==> config.mk <==
export PLATFORM = sky130hd
export DESIGN_NAME = mainfsm_param
export DESIGN_NICKNAME = d
export VERILOG_FILES = /design/src/rtl/mainfsm_pkg.sv /design/src/rtl/mainfsm_waitctr.sv /design/src/rtl/mainfsm_param.sv
export SDC_FILE = /design/constraint.sdc
export NUM_CORES = 1
export LEC_CHECK = 0
export BUFFER_PORTS_ARGS = -buffer_cell sky130_fd_sc_hd__buf_2
export CAP_MARGIN = 30
export CORE_ASPECT_RATIO = 0.5
export CORE_MARGIN = 10
export CORE_UTILIZATION = 36
export CTS_CLUSTER_DIAMETER = 80
export DETAILED_ROUTE_END_ITERATION = 8
export PLACE_DENSITY = 0.81
export SYNTH_ARGS = -nofsm -noshare
export SYNTH_HDL_FRONTEND = slang
export SYNTH_SLANG_ARGS = --single-unit
export TNS_END_PERCENT = 10
==> constraint.sdc <==
create_clock -name clk -period 2.01 [get_ports clk]
set_input_delay 0.1005 -clock clk [delete_from_list [all_inputs] [get_ports clk]]
set_output_delay 0.1005 -clock clk [all_outputs]
set_load 0.02 [all_outputs]
==> src/rtl/mainfsm_pkg.sv <==
// Shared types for the parametrised multicycle main control FSM.
package mainfsm_pkg;

    localparam int unsigned STATE_W = 4;

    typedef enum logic [STATE_W-1:0] {
        S_FETCH    = 4'd0,
        S_DECODE   = 4'd1,
        S_EXECUTER = 4'd2,
        S_EXECUTEI = 4'd3,
        S_MULWAIT  = 4'd4,
        S_FPWAIT   = 4'd5,
        S_ALUWB    = 4'd6,
        S_MEMADR   = 4'd7,
        S_MEMRD    = 4'd8,
        S_MEMWR    = 4'd9,
        S_MEMWB    = 4'd10,
        S_BRANCH   = 4'd11,
        S_UNKNOWN  = 4'd12
    } state_e;

    localparam logic [1:0] CAUSE_NONE       = 2'b00;
    localparam logic [1:0] CAUSE_ILLEGAL    = 2'b01;
    localparam logic [1:0] CAUSE_FP_TIMEOUT = 2'b10;

    // Datapath control vector, MSB first in the order the datapath lists it.
    typedef struct packed {
        logic       next_pc;
        logic       branch;
        logic       mem_w;
        logic       reg_w;
        logic       ir_write;
        logic       adr_src;
        logic [1:0] result_src;
        logic [1:0] alu_src_a;
        logic [1:0] alu_src_b;
        logic       alu_op;
        logic       we4w;
        logic       result_control;
    } ctrl_t;

    function automatic int unsigned max_u(input int unsigned a, input int unsigned b);
        return (a > b) ? a : b;
    endfunction

endpackage

==> src/rtl/mainfsm_waitctr.sv <==
// Loadable down-counter with terminal-count flag; shared by the multiply stall and FP timeout.
module mainfsm_waitctr #(
    parameter int unsigned W = 4
) (
    input  logic         clk,
    input  logic         rst,
    input  logic         load_i,
    input  logic [W-1:0] load_val_i,
    input  logic         en_i,
    output logic         tc_o
);

    logic [W-1:0] cnt_q, cnt_d;

    always_comb begin
        cnt_d = cnt_q;
        if (load_i) begin
            cnt_d = load_val_i;
        end else if (en_i && (cnt_q != '0)) begin
            cnt_d = cnt_q - W'(1);
        end
    end

    always_ff @(posedge clk or posedge rst) begin
        if (rst) begin
            cnt_q <= '0;
        end else begin
            cnt_q <= cnt_d;
        end
    end

    assign tc_o = (cnt_q == '0);

endmodule

==> src/rtl/mainfsm_param.sv <==
// Multicycle main control FSM with memory wait states, multiply stall and FP handshake/timeout.
// Optional performance counters are built when MAINFSM_PERF_CNT_EN is defined.
module mainfsm_param
    import mainfsm_pkg::*;
#(
    parameter int unsigned MUL_CYCLES = 3,
    parameter int unsigned FP_TIMEOUT = 15,
    parameter logic [3:0]  MULL_ID    = 4'b1001,
    parameter logic [4:0]  FP_ID      = 5'b11111,
    parameter int unsigned CNT_W      = 32
) (
    input  logic             clk,
    input  logic             reset,
    input  logic [1:0]       Op,
    input  logic [5:0]       Funct,
    input  logic [3:0]       MULL_Identifier,
    input  logic [4:0]       FP_identifier,
    input  logic             mem_ready,
    input  logic             fp_done,
    output logic             NextPC,
    output logic             Branch,
    output logic             MemW,
    output logic             RegW,
    output logic             IRWrite,
    output logic             AdrSrc,
    output logic [1:0]       ResultSrc,
    output logic [1:0]       ALUSrcA,
    output logic [1:0]       ALUSrcB,
    output logic             ALUOp,
    output logic             WE4w,
    output logic             ResultControl,
    output logic             mul_start,
    output logic             fp_start,
    output logic             trap,
    output logic [1:0]       trap_cause,
    output logic [3:0]       state_o,
    output logic [CNT_W-1:0] instr_retired,
    output logic [CNT_W-1:0] stall_cycles
);

    localparam int unsigned WAIT_MAX = max_u(MUL_CYCLES, FP_TIMEOUT);
    localparam int unsigned WAIT_W   = (WAIT_MAX < 2) ? 1 : $clog2(WAIT_MAX);
    localparam int unsigned MUL_LOAD = (MUL_CYCLES > 1) ? (MUL_CYCLES - 2) : 0;
    localparam int unsigned FP_LOAD  = FP_TIMEOUT - 1;

    state_e              state_q, state_d;
    logic                started_q;
    ctrl_t               ctrl_c;
    logic                mul_start_c, fp_start_c, trap_c;
    logic [1:0]          cause_c;
    logic                ctr_load_c, ctr_en_c, ctr_tc;
    logic [WAIT_W-1:0]   ctr_val_c;
    logic                is_mul_c, is_fp_c;
    logic                unused_funct_c;

    assign is_mul_c = (Op == 2'b00) && !Funct[5] && (MULL_Identifier == MULL_ID);
    assign is_fp_c  = (Op == 2'b00) && !Funct[5] && (FP_identifier == FP_ID) && !is_mul_c;
    assign unused_funct_c = ^{Funct[4], Funct[2:1]};

    always_ff @(posedge clk or posedge reset) begin
        if (reset) begin
            state_q   <= S_FETCH;
            started_q <= 1'b0;
        end else begin
            state_q   <= state_d;
            started_q <= 1'b1;
        end
    end

    mainfsm_waitctr #(.W(WAIT_W)) u_waitctr (
        .clk        (clk),
        .rst        (reset),
        .load_i     (ctr_load_c),
        .load_val_i (ctr_val_c),
        .en_i       (ctr_en_c),
        .tc_o       (ctr_tc)
    );

    always_comb begin
        state_d     = state_q;
        ctrl_c      = '0;
        mul_start_c = 1'b0;
        fp_start_c  = 1'b0;
        trap_c      = 1'b0;
        cause_c     = CAUSE_NONE;
        ctr_load_c  = 1'b0;
        ctr_val_c   = '0;
        ctr_en_c    = 1'b0;
        case (state_q)
            S_FETCH: begin
                ctrl_c.result_src = 2'b10;
                ctrl_c.alu_src_a  = 2'b01;
                ctrl_c.alu_src_b  = 2'b10;
                ctrl_c.next_pc    = mem_ready;
                ctrl_c.ir_write   = mem_ready;
                // No decode until the first fetch after reset has actually latched IR.
                if (mem_ready && started_q) state_d = S_DECODE;
            end
            S_DECODE: begin
                ctrl_c.result_src = 2'b10;
                ctrl_c.alu_src_a  = 2'b01;
                ctrl_c.alu_src_b  = 2'b10;
                case (Op)
                    2'b00:   state_d = Funct[5] ? S_EXECUTEI : S_EXECUTER;
                    2'b01:   state_d = S_MEMADR;
                    2'b10:   state_d = S_BRANCH;
                    default: state_d = S_UNKNOWN;
                endcase
            end
            S_EXECUTER: begin
                ctrl_c.result_src = 2'b10;
                ctrl_c.alu_op     = 1'b1;
                if (is_fp_c) begin
                    ctrl_c.result_control = 1'b1;
                    fp_start_c = 1'b1;
                    ctr_load_c = 1'b1;
                    ctr_val_c  = WAIT_W'(FP_LOAD);
                    state_d    = S_FPWAIT;
                end else if (is_mul_c) begin
                    mul_start_c = 1'b1;
                    if (MUL_CYCLES > 1) begin
                        ctr_load_c = 1'b1;
                        ctr_val_c  = WAIT_W'(MUL_LOAD);
                        state_d    = S_MULWAIT;
                    end else begin
                        state_d = S_ALUWB;
                    end
                end else begin
                    state_d = S_ALUWB;
                end
            end
            S_EXECUTEI: begin
                ctrl_c.alu_src_b = 2'b01;
                ctrl_c.alu_op    = 1'b1;
                state_d          = S_ALUWB;
            end
            S_MULWAIT: begin
                ctrl_c.result_src = 2'b10;
                ctrl_c.alu_op     = 1'b1;
                ctr_en_c          = 1'b1;
                if (ctr_tc) state_d = S_ALUWB;
            end
            S_FPWAIT: begin
                ctrl_c.result_control = 1'b1;
                ctrl_c.alu_op         = 1'b1;
                ctr_en_c              = 1'b1;
                // A result arriving in the final timeout cycle still completes normally.
                if (fp_done) begin
                    state_d = S_ALUWB;
                end else if (ctr_tc) begin
                    trap_c  = 1'b1;
                    cause_c = CAUSE_FP_TIMEOUT;
                    state_d = S_FETCH;
                end
            end
            S_ALUWB: begin
                ctrl_c.reg_w          = 1'b1;
                ctrl_c.alu_op         = 1'b1;
                ctrl_c.we4w           = is_mul_c & Funct[3];
                ctrl_c.result_control = is_fp_c;
                state_d               = S_FETCH;
            end
            S_MEMADR: begin
                ctrl_c.result_src = 2'b10;
                ctrl_c.alu_src_b  = 2'b01;
                state_d           = Funct[0] ? S_MEMRD : S_MEMWR;
            end
            S_MEMRD: begin
                ctrl_c.adr_src   = 1'b1;
                ctrl_c.alu_src_b = 2'b01;
                if (mem_ready) state_d = S_MEMWB;
            end
            S_MEMWR: begin
                ctrl_c.mem_w     = 1'b1;
                ctrl_c.adr_src   = 1'b1;
                ctrl_c.alu_src_b = 2'b01;
                if (mem_ready) state_d = S_FETCH;
            end
            S_MEMWB: begin
                ctrl_c.reg_w      = 1'b1;
                ctrl_c.adr_src    = 1'b1;
                ctrl_c.result_src = 2'b01;
                ctrl_c.alu_src_b  = 2'b01;
                state_d           = S_FETCH;
            end
            S_BRANCH: begin
                ctrl_c.branch     = 1'b1;
                ctrl_c.result_src = 2'b10;
                ctrl_c.alu_src_a  = 2'b10;
                ctrl_c.alu_src_b  = 2'b01;
                state_d           = S_FETCH;
            end
            S_UNKNOWN: begin
                trap_c  = 1'b1;
                cause_c = CAUSE_ILLEGAL;
                state_d = S_FETCH;
            end
            default: state_d = S_FETCH;
        endcase
    end

    // Strobes stay quiet until the first clock after reset release.
    assign NextPC        = ctrl_c.next_pc  & started_q;
    assign Branch        = ctrl_c.branch   & started_q;
    assign MemW          = ctrl_c.mem_w    & started_q;
    assign RegW          = ctrl_c.reg_w    & started_q;
    assign IRWrite       = ctrl_c.ir_write & started_q;
    assign WE4w          = ctrl_c.we4w     & started_q;
    assign AdrSrc        = ctrl_c.adr_src;
    assign ResultSrc     = ctrl_c.result_src;
    assign ALUSrcA       = ctrl_c.alu_src_a;
    assign ALUSrcB       = ctrl_c.alu_src_b;
    assign ALUOp         = ctrl_c.alu_op;
    assign ResultControl = ctrl_c.result_control;
    assign mul_start     = mul_start_c & started_q;
    assign fp_start      = fp_start_c & started_q;
    assign trap          = trap_c & started_q;
    assign trap_cause    = (trap_c & started_q) ? cause_c : CAUSE_NONE;
    assign state_o       = state_q;

`ifdef MAINFSM_PERF_CNT_EN
    logic [CNT_W-1:0] retired_q, stall_q;
    logic             retire_c, stall_c;

    assign retire_c = started_q && (state_q != S_FETCH) && (state_d == S_FETCH) && !trap_c;
    assign stall_c  = started_q &&
                      ((((state_q == S_FETCH) || (state_q == S_MEMRD) || (state_q == S_MEMWR)) && !mem_ready) ||
                       (state_q == S_MULWAIT) || (state_q == S_FPWAIT));

    always_ff @(posedge clk or posedge reset) begin
        if (reset) begin
            retired_q <= '0;
            stall_q   <= '0;
        end else begin
            if (retire_c) retired_q <= retired_q + CNT_W'(1);
            if (stall_c)  stall_q   <= stall_q + CNT_W'(1);
        end
    end

    assign instr_retired = retired_q;
    assign stall_cycles  = stall_q;
`else
    assign instr_retired = '0;
    assign stall_cycles  = '0;
`endif

endmodule

After elaboration in Yosys (flattened, before gate mapping)
Index checks and enable logic that the tools add are counted.
{"block": "totals", "reg_bits": 9, "in_bits": 21, "output_inout_bits": 88, "elab_cells": 98}
{"block": "op_classes", "add_sub_neg": 1, "eq_ne": 21, "mux": 43, "bitwise": 9, "reduce_logical": 21}
{"op": "$mux 4", "n": 11}
{"op": "$pmux 4 s9", "n": 1}
{"op": "$eq 4x4->1 const B", "n": 6}
{"op": "$mux 1", "n": 20}
{"op": "$eq 4x3->1 const B", "n": 4}
{"op": "$pmux 2 s2", "n": 4}
{"op": "$pmux 4 s3", "n": 1}
{"op": "$reduce_or 6->1", "n": 2}
{"op": "$and 1x1->1", "n": 9}
{"op": "$eq 4x2->1 const B", "n": 2}
{"op": "$logic_not 4->1", "n": 2}
{"op": "$mux 2", "n": 4}
{"op": "$ne 2x2->1 const B", "n": 4}
{"op": "$logic_and 1x1->1", "n": 6}
{"op": "$reduce_or 2->1", "n": 3}
{"op": "$eq 5x5->1 const B", "n": 1}
{"op": "$reduce_and 5->1", "n": 1}
{"op": "$reduce_or 5->1", "n": 1}
{"op": "$eq 4x1->1 const B", "n": 1}
{"op": "$reduce_bool 4->1", "n": 1}
{"op": "$sub 4x1->4 const B", "n": 1}
{"op": "$ne 3x3->1 const B", "n": 1}
{"op": "$pmux 1 s3", "n": 1}
{"op": "$reduce_or 3->1", "n": 1}
{"op": "6 further kinds", "n": 7}

Depth between registers and ports, before layout
Gate-level depths: netlist (run 1).
{"block": "depth", "depth_word": 8, "depth_mapped": 8, "depth_no_buf": 7}

Modules after synthesis
From an unflattened synthesis (run 1), not the netlist that was laid out.
{"block": "hier_totals", "cells_unflattened": 196, "hier_area_um2": 1506.4}
{"mod": "mainfsm_param", "n_inst": 1, "cells_each": 168, "area_each_um2": 1244.9, "seq_area_each_um2": 125.1}
{"mod": "mainfsm_waitctr", "n_inst": 1, "cells_each": 28, "area_each_um2": 261.5, "seq_area_each_um2": 100.1}

Worst setup path before layout (run 1)
OpenSTA, ideal clock, no wires.
{"block": "synth_path", "path_type": "reg2out", "start": "register state_q[2], in the netlist state_o[2]", "end": "output port NextPC", "arrival_time_ns": 1.937, "required_ns": 1.910, "setup_slack_ns": -0.027, "stages_incl_launch_ff": 6, "cell_sequence": "dfrtp_1 -> buf_4 -> clkbuf_1 -> nand2b_1 -> nor4_1 -> buf_4"}
{"block": "synth_via", "elab_chain_cells": 3}
{"element": "start: declaration", "line_no": "mainfsm_param.sv:46", "source": "state_e state_q, state_d;"}
{"element": "start signal: assignment", "line_no": "mainfsm_param.sv:65", "source": "state_q <= state_d;"}
{"element": "$logic_not 4->1"}
{"element": "$mux 1"}
{"element": "$and 1x1->1"}
{"element": "end: declaration", "line_no": "mainfsm_param.sv:20", "source": "output logic NextPC,"}
Every way passes these cells.

Worst setup path after layout (run 1)
{"block": "layout_path", "start": "register u_waitctr.cnt_q[0]", "end": "register u_waitctr.cnt_q[3]"}
{"block": "layout_via", "elab_chain_cells": 3, "word_cells_on_any_way": 6}
{"element": "start: declaration", "line_no": "mainfsm_waitctr.sv:13", "source": "logic [W-1:0] cnt_q, cnt_d;"}
{"element": "start signal: assignment", "line_no": "mainfsm_waitctr.sv:28", "source": "cnt_q <= cnt_d;"}
{"element": "$sub 4x1->4 or $reduce_bool 4->1 (tied branches)", "line_no": "mainfsm_waitctr.sv:20, mainfsm_waitctr.sv:19"}
{"element": "$mux 4 or $logic_and 1x1->1 (tied branches)", "line_no": "mainfsm_waitctr.sv:19", "source": "end else if (en_i && (cnt_q != '0)) begin"}
{"element": "$mux 4 or $reduce_bool 2->1 (tied branches)"}
Several ways; a longest one is shown, not always the timed one. The select of a mux whose other input is x is not followed.
A chain may end at the register's enable or synchronous reset.

==> results.json, run 1 <==
{
  "status": "finished, final reports clean",
  "synth_top_area_cell": "buf_4",
  "routed_wl_microns": 3650,
  "stdcell_count": 285,
  "ys_types": 39,
  "power_density_mw_per_mm2": 1220,
  "cts.htree.levels": 1,
  "areaGrowthSynthToFinish_pct": 8.30,
  "end_kind": "flip-flop",
  "drive_gt1_frac": 0.248,
  "ys_dominant_reg_cell": "dfrtp_1",
  "finalSetupViolations": 0,
  "crit_chain": "inv_1 -> ha_1 -> nor3b_2 -> or3_4 -> or4_4 -> xor2_1 -> a21oi_1",
  "finalHoldWorstSlack_ps": 171,
  "synthCells": 191,
  "initial_core_util": 0.389,
  "diodes": 0,
  "place_congestion": 0.827,
  "min_path_type": "input pin to flip-flop",
  "cts_root_buf": "clkbuf_8",
  "cts.sinks": 9,
  "final_cell_mix": "conb_1, buf_2, nor2_1",
  "critPathLaunchType": "flip-flop",
  "multi_input_area_sq_um": 871,
  "rows": 15,
  "ff_latch_area_sq_um": 225,
  "coreArea_sq_mm": 0.00357,
  "drt_iter0_drc": 117,
  "cap_violations": 0,
  "peakVddDrop_mv": 0.311,
  "fmax_mhz": 519,
  "die_area_sq_mm": 0.00689,
  "synth_edf_count": 0,
  "io_pins": 109,
  "layout_min_cycle_time_ps": 1930,
  "required_ps": 2170,
  "p_leak_nw": 0.828,
  "path_delay_family": "simple AND/OR/NAND/NOR gates",
  "postRouteAntennaNets": 0,
  "grt_antenna_before_repair": 0,
  "drc": 0,
  "tns_ps": 0,
  "die_w_microns": 108,
  "worstSkewPairLatency_ps": 230,
  "critPathMaxFanout": 3,
  "utilization": 0.421,
  "final_common_cell": "conb_1",
  "nets": 261,
  "rsz0062_at_grt": "false",
  "via_per_inst": 4.22,
  "async_reset_ff_frac": 1.00,
  "vias": 1203,
  "yosysWarnings": 0,
  "synth.avg_cell_area_sq_um": 7.26,
  "slowest_stage": "or4_4",
  "cp.arrival_ps": 2090,
  "yosysSeqAreaShare": 0.162,
  "cp_num_buf_inv": 1,
  "slew_viol_final": 0,
  "synth_seq_cells": 9,
  "die_h_microns": 63.9,
  "synth_top_area_frac": 0.357,
  "skew_ps": 2.48,
  "clockBufferDepth": 2,
  "dp_cells": 280,
  "grt_max_degree": 20,
  "post_cts.repair.setup_buffers": 0,
  "period_share": 0.959,
  "grt_usage": 0.0971,
  "cts_inserted_buffers": 3,
  "grt_pass1_vias": 1246,
  "first_pass_iters": 4,
  "dpl.hpwl_microns": 3160,
  "port_buffers": 41,
  "synth.area.top_cells": "buf_4, dfrtp_1, a21oi_1, ha_1, nor2_1",
  "avgRoutedWirePerCell_microns": 12.8,
  "grt_pass1_wl_microns": 5730,
  "clk_pin_slew_ps": 40,
  "timing_worst_setup_path_type": "flip-flop to flip-flop",
  "gr-total-overflow": 0,
  "slowest_delay_ps": 420,
  "syn-cell-area_sq_mm": 0.00139,
  "cts_tree": "done",
  "n_fill_cell": 374,
  "hold_viol_final": 0
}
## repair_timing
item | CTS | global route
hold buffers | 1 | 0
endpoints found under the hold margin | 9 | 0
gates resized for setup | 0 | 4
endpoints found under the setup margin | 0 | 4
## worst reg2reg max path: stages (launching register included)
cell,delay (ps)
dfrtp_1,370
inv_1,50
ha_1,200
nor3b_2,160
or3_4,360
or4_4,420
xor2_1,160
a21oi_1,130
## metal layers
metal / global-route usage / vias to the layer above / part of all wire
li1: - / 585 / -
met4: 0.0381 / 0 / 0.015
met3: 0.0250 / 6 / 0.10
met1: 0.105 / 551 / 0.38
met5: 0 / - / 0
met2: 0.178 / 61 / 0.50
## Yosys cell counts, drive strengths merged (3+ instances only)
library cell  instances
xnor2                 3
nor3                  4
nor3b                 3
ha                    5
nand2                10
o21ai                 9
nand3                 3
a21oi                13
nor2                 14
buf                  67
nand2b                5
inv                  10
and2                  3
nor2b                 4
clkbuf                5
dfrtp                 9
## cell families after synthesis
logic type / synth area share
fa+ha+maj: 0.0451
xor+xnor: 0.0253
simple gates: 0.231
flops: 0.162
other cells: 0.00541
buf+inv: 0.401
compound gates: 0.130
## layout make-up
cell class | instances | share of cell area
Multi-Input combinational cell | 163 | 0.580
Sequential cell | 9 | 0.150
Inverter | 10 | 0.0250
Tap cell | 51 | 0.0425
Clock buffer | 4 | 0.0300
Timing Repair Buffer | 48 | 0.173
## power breakdown
group	internal (W)	switching, W
Sequential	0.000262	0.0000739
Combinational	0.000465	0.000829
Clock	0.000138	0.0000706
## flip-flops by register name, summed over array words and instances (netlist names)
register / cells
started_q: 1
state_o: 4
u_waitctr.cnt_q: 4
## per-stage QoR
step / instance area [sq um] / setup WS [ps] / power [W]
after floorplan: 1630 / 52.2 / 0.00136
after global placement: 1430 / 125 / 0.00155
final: 1500 / 82.4 / 0.00184
after global routing: 1500 / 3.22 / 0.00199
after detailed placement: 1430 / 69.4 / 0.00159
after CTS: 1480 / 3.18 / 0.00180
## worst paths after layout
check / startpoint / end / slack (ps) / depth (start not counted)
min in group asynchronous: reset / u_waitctr.cnt_q[2]$_DFFE_PP0P_ / 380 / 3
max in group asynchronous: reset / state_o[3]$_DFFE_PP0P_ / 1380 / 3
max: u_waitctr.cnt_q[0]$_DFFE_PP0P_ / u_waitctr.cnt_q[3]$_DFFE_PP0P_ / 80 / 7
max reg2reg: u_waitctr.cnt_q[0]$_DFFE_PP0P_ / u_waitctr.cnt_q[3]$_DFFE_PP0P_ / 80 / 7
min reg2reg: u_waitctr.cnt_q[1]$_DFFE_PP0P_ / u_waitctr.cnt_q[1]$_DFFE_PP0P_ / 600 / 2
min: mem_ready / state_o[3]$_DFFE_PP0P_ / 170 / 3
No activity file was read; power rests on OpenSTA's default activity.
==> run 2, diff against run 1 <==
Settings changed: CORE_UTILIZATION 36 to 40, CTS_CLUSTER_DIAMETER 80 to unset, PLACE_DENSITY 0.81 to 0.85.
Clock period 2.01 ns to 1.85 ns, I/O delays scaled along.
==> run 2 against run 1 <==
Net effect:
- sequential share of layout area decreased by 0.22 points
- non-clock buffer count increased by 5
- combinational power increased by 13%
- worst setup slack got worse by 69 ps
- critical path depth unchanged
- global-route usage increased by 0.53 points
- final cell count decreased by 2.1%
- critical path type unchanged
- largest power group unchanged
- highest routed layer unchanged
==> results.json, run 2 (synthesized netlist as in run 1, its figures left out) <==
{
  "status": "finished, final reports clean",
  "fmax_mhz": 544,
  "postRouteAntennaNets": 0,
  "final_common_cell": "conb_1",
  "grt_pass1_wl_microns": 5290,
  "critPathMaxFanout": 2,
  "p_sw_w": 0.00111,
  "diodes": 0,
  "cp.arrival_ps": 2000,
  "place_congestion": 0.848,
  "final_cell_mix": "conb_1, buf_2, nor2_1",
  "switching_share": 0.532,
  "power_density_mw_per_mm2": 1350,
  "gr-total-overflow": 0,
  "coreArea_sq_mm": 0.00315,
  "die_h_microns": 61.6,
  "pwr-share-comb": 0.705,
  "peakVddDrop_mv": 0.408,
  "slew_viol_final": 0,
  "cts_tree": "done",
  "via_per_inst": 4.56,
  "cts_inserted_buffers": 3,
  "max_slew_margin": 0.638,
  "grt_antenna_before_repair": 0,
  "initial_core_util": 0.440,
  "routed_wl_microns": 3870,
  "dpl.hpwl_microns": 3170,
  "hold_viol_final": 0,
  "rows": 14,
  "worstSkewPairLatency_ps": 240,
  "power_w": 0.00208,
  "skew_ps": 8.04,
  "internal_power_w": 0.000973,
  "grt_pass1_vias": 1149,
  "min_path_type": "input pin to flip-flop",
  "grt_max_degree": 20,
  "p_leak_nw": 0.847,
  "port_buffers": 41,
  "cts_root_buf": "clkbuf_8",
  "timing_worst_setup_path_type": "flip-flop to flip-flop",
  "first_pass_iters": 4,
  "io_pins": 109,
  "tns_ps": 0,
  "period_share": 0.993,
  "avgRoutedWirePerCell_microns": 13.9,
  "drt_iter0_drc": 126,
  "areaGrowthSynthToFinish_pct": 10.5,
  "worst_pin_slew_ps": 536,
  "pwr-share-seq": 0.184,
  "clk_pin_slew_ps": 50,
  "required_ps": 2010,
  "die_area_sq_mm": 0.00637,
  "nets": 266,
  "critPathLaunchType": "flip-flop",
  "drc": 0,
  "grt_usage": 0.102,
  "end_kind": "flip-flop",
  "finalSetupViolations": 0,
  "clockBufferDepth": 2,
  "cts.htree.levels": 1,
  "pwr-share-clk": 0.112,
  "vias": 1272,
  "drive_gt1_frac": 0.268,
  "layout_min_cycle_time_ps": 1840,
  "die_w_microns": 103,
  "cap_violations": 0,
  "rsz0062_at_grt": "true",
  "cts.sinks": 9
}
## run 2: critical path: stages, from the launching register on
cell     delay (ps)
dfrtp_1         340
inv_1            50
ha_1            200
nor3b_1         150
or3_1           330
or4_4           420
xor2_1          150
a21oi_1         140
## run 2: what timing repair did
action | CTS | global route
resized for setup | 3 | 3
pin swaps | 1 | 0
endpoints found under the setup margin | 2 | 8
hold buffers | 1 | 0
setup buffers | 0 | 1
endpoints found under the hold margin | 9 | 0
## run 2: metal layers
metal,global-route usage,share of wire,wire [microns]
met1,0.107,0.35,1360
met2,0.204,0.52,2010
met3,0.0212,0.11,441
met4,0.0354,0.014,53
met5,0,0,0
## run 2: through the flow
step | cells | hold WS, ps | setup WS [ps] | area, sq um | utilization
2_1_floorplan | 254 | -79.6 | -108 | 1630 | -
3_3_place_gp | 273 | 54.6 | 23.6 | 1440 | 0.457
3_5_place_dp | 273 | 65.1 | -30.6 | 1440 | 0.457
4_1_cts | 278 | 170 | 2.05 | 1510 | 0.480
5_1_grt | 279 | 224 | -80.2 | 1530 | 0.487
6_report | 279 | 202 | 13.4 | 1530 | 0.487
## run 2: area by class of cell
cell class	instances	area, sq um
sequential	9	226
tap	40	50.0
inverter	10	41.3
fill	290	1620
multi-input combinational	163	873
timing repair buffer	53	298
clock buffer	4	45.0
## run 2: final timing paths
kind	depth (start not counted)	end	startpoint	slack (ps)
worst max-delay path	7	u_waitctr.cnt_q[3]$_DFFE_PP0P_	u_waitctr.cnt_q[0]$_DFFE_PP0P_	10
worst min-delay path	3	state_o[3]$_DFFE_PP0P_	mem_ready	200
worst max register to register	7	u_waitctr.cnt_q[3]$_DFFE_PP0P_	u_waitctr.cnt_q[0]$_DFFE_PP0P_	10
worst min register to register	2	u_waitctr.cnt_q[3]$_DFFE_PP0P_	u_waitctr.cnt_q[3]$_DFFE_PP0P_	610
max in group asynchronous	3	state_o[2]$_DFFE_PP0P_	reset	1200
min in group asynchronous	3	state_o[0]$_DFFE_PP0P_	reset	370
## run 2: power by group through the flow
stage	logic (W)	registers, W	clock network (W)
global placement	0.00135	0.000360	0
global route	0.00159	0.000390	0.000249
floorplan	0.00108	0.000392	0
finish	0.00146	0.000381	0.000233
detailed placement	0.00139	0.000365	0
CTS	0.00141	0.000379	0.000232
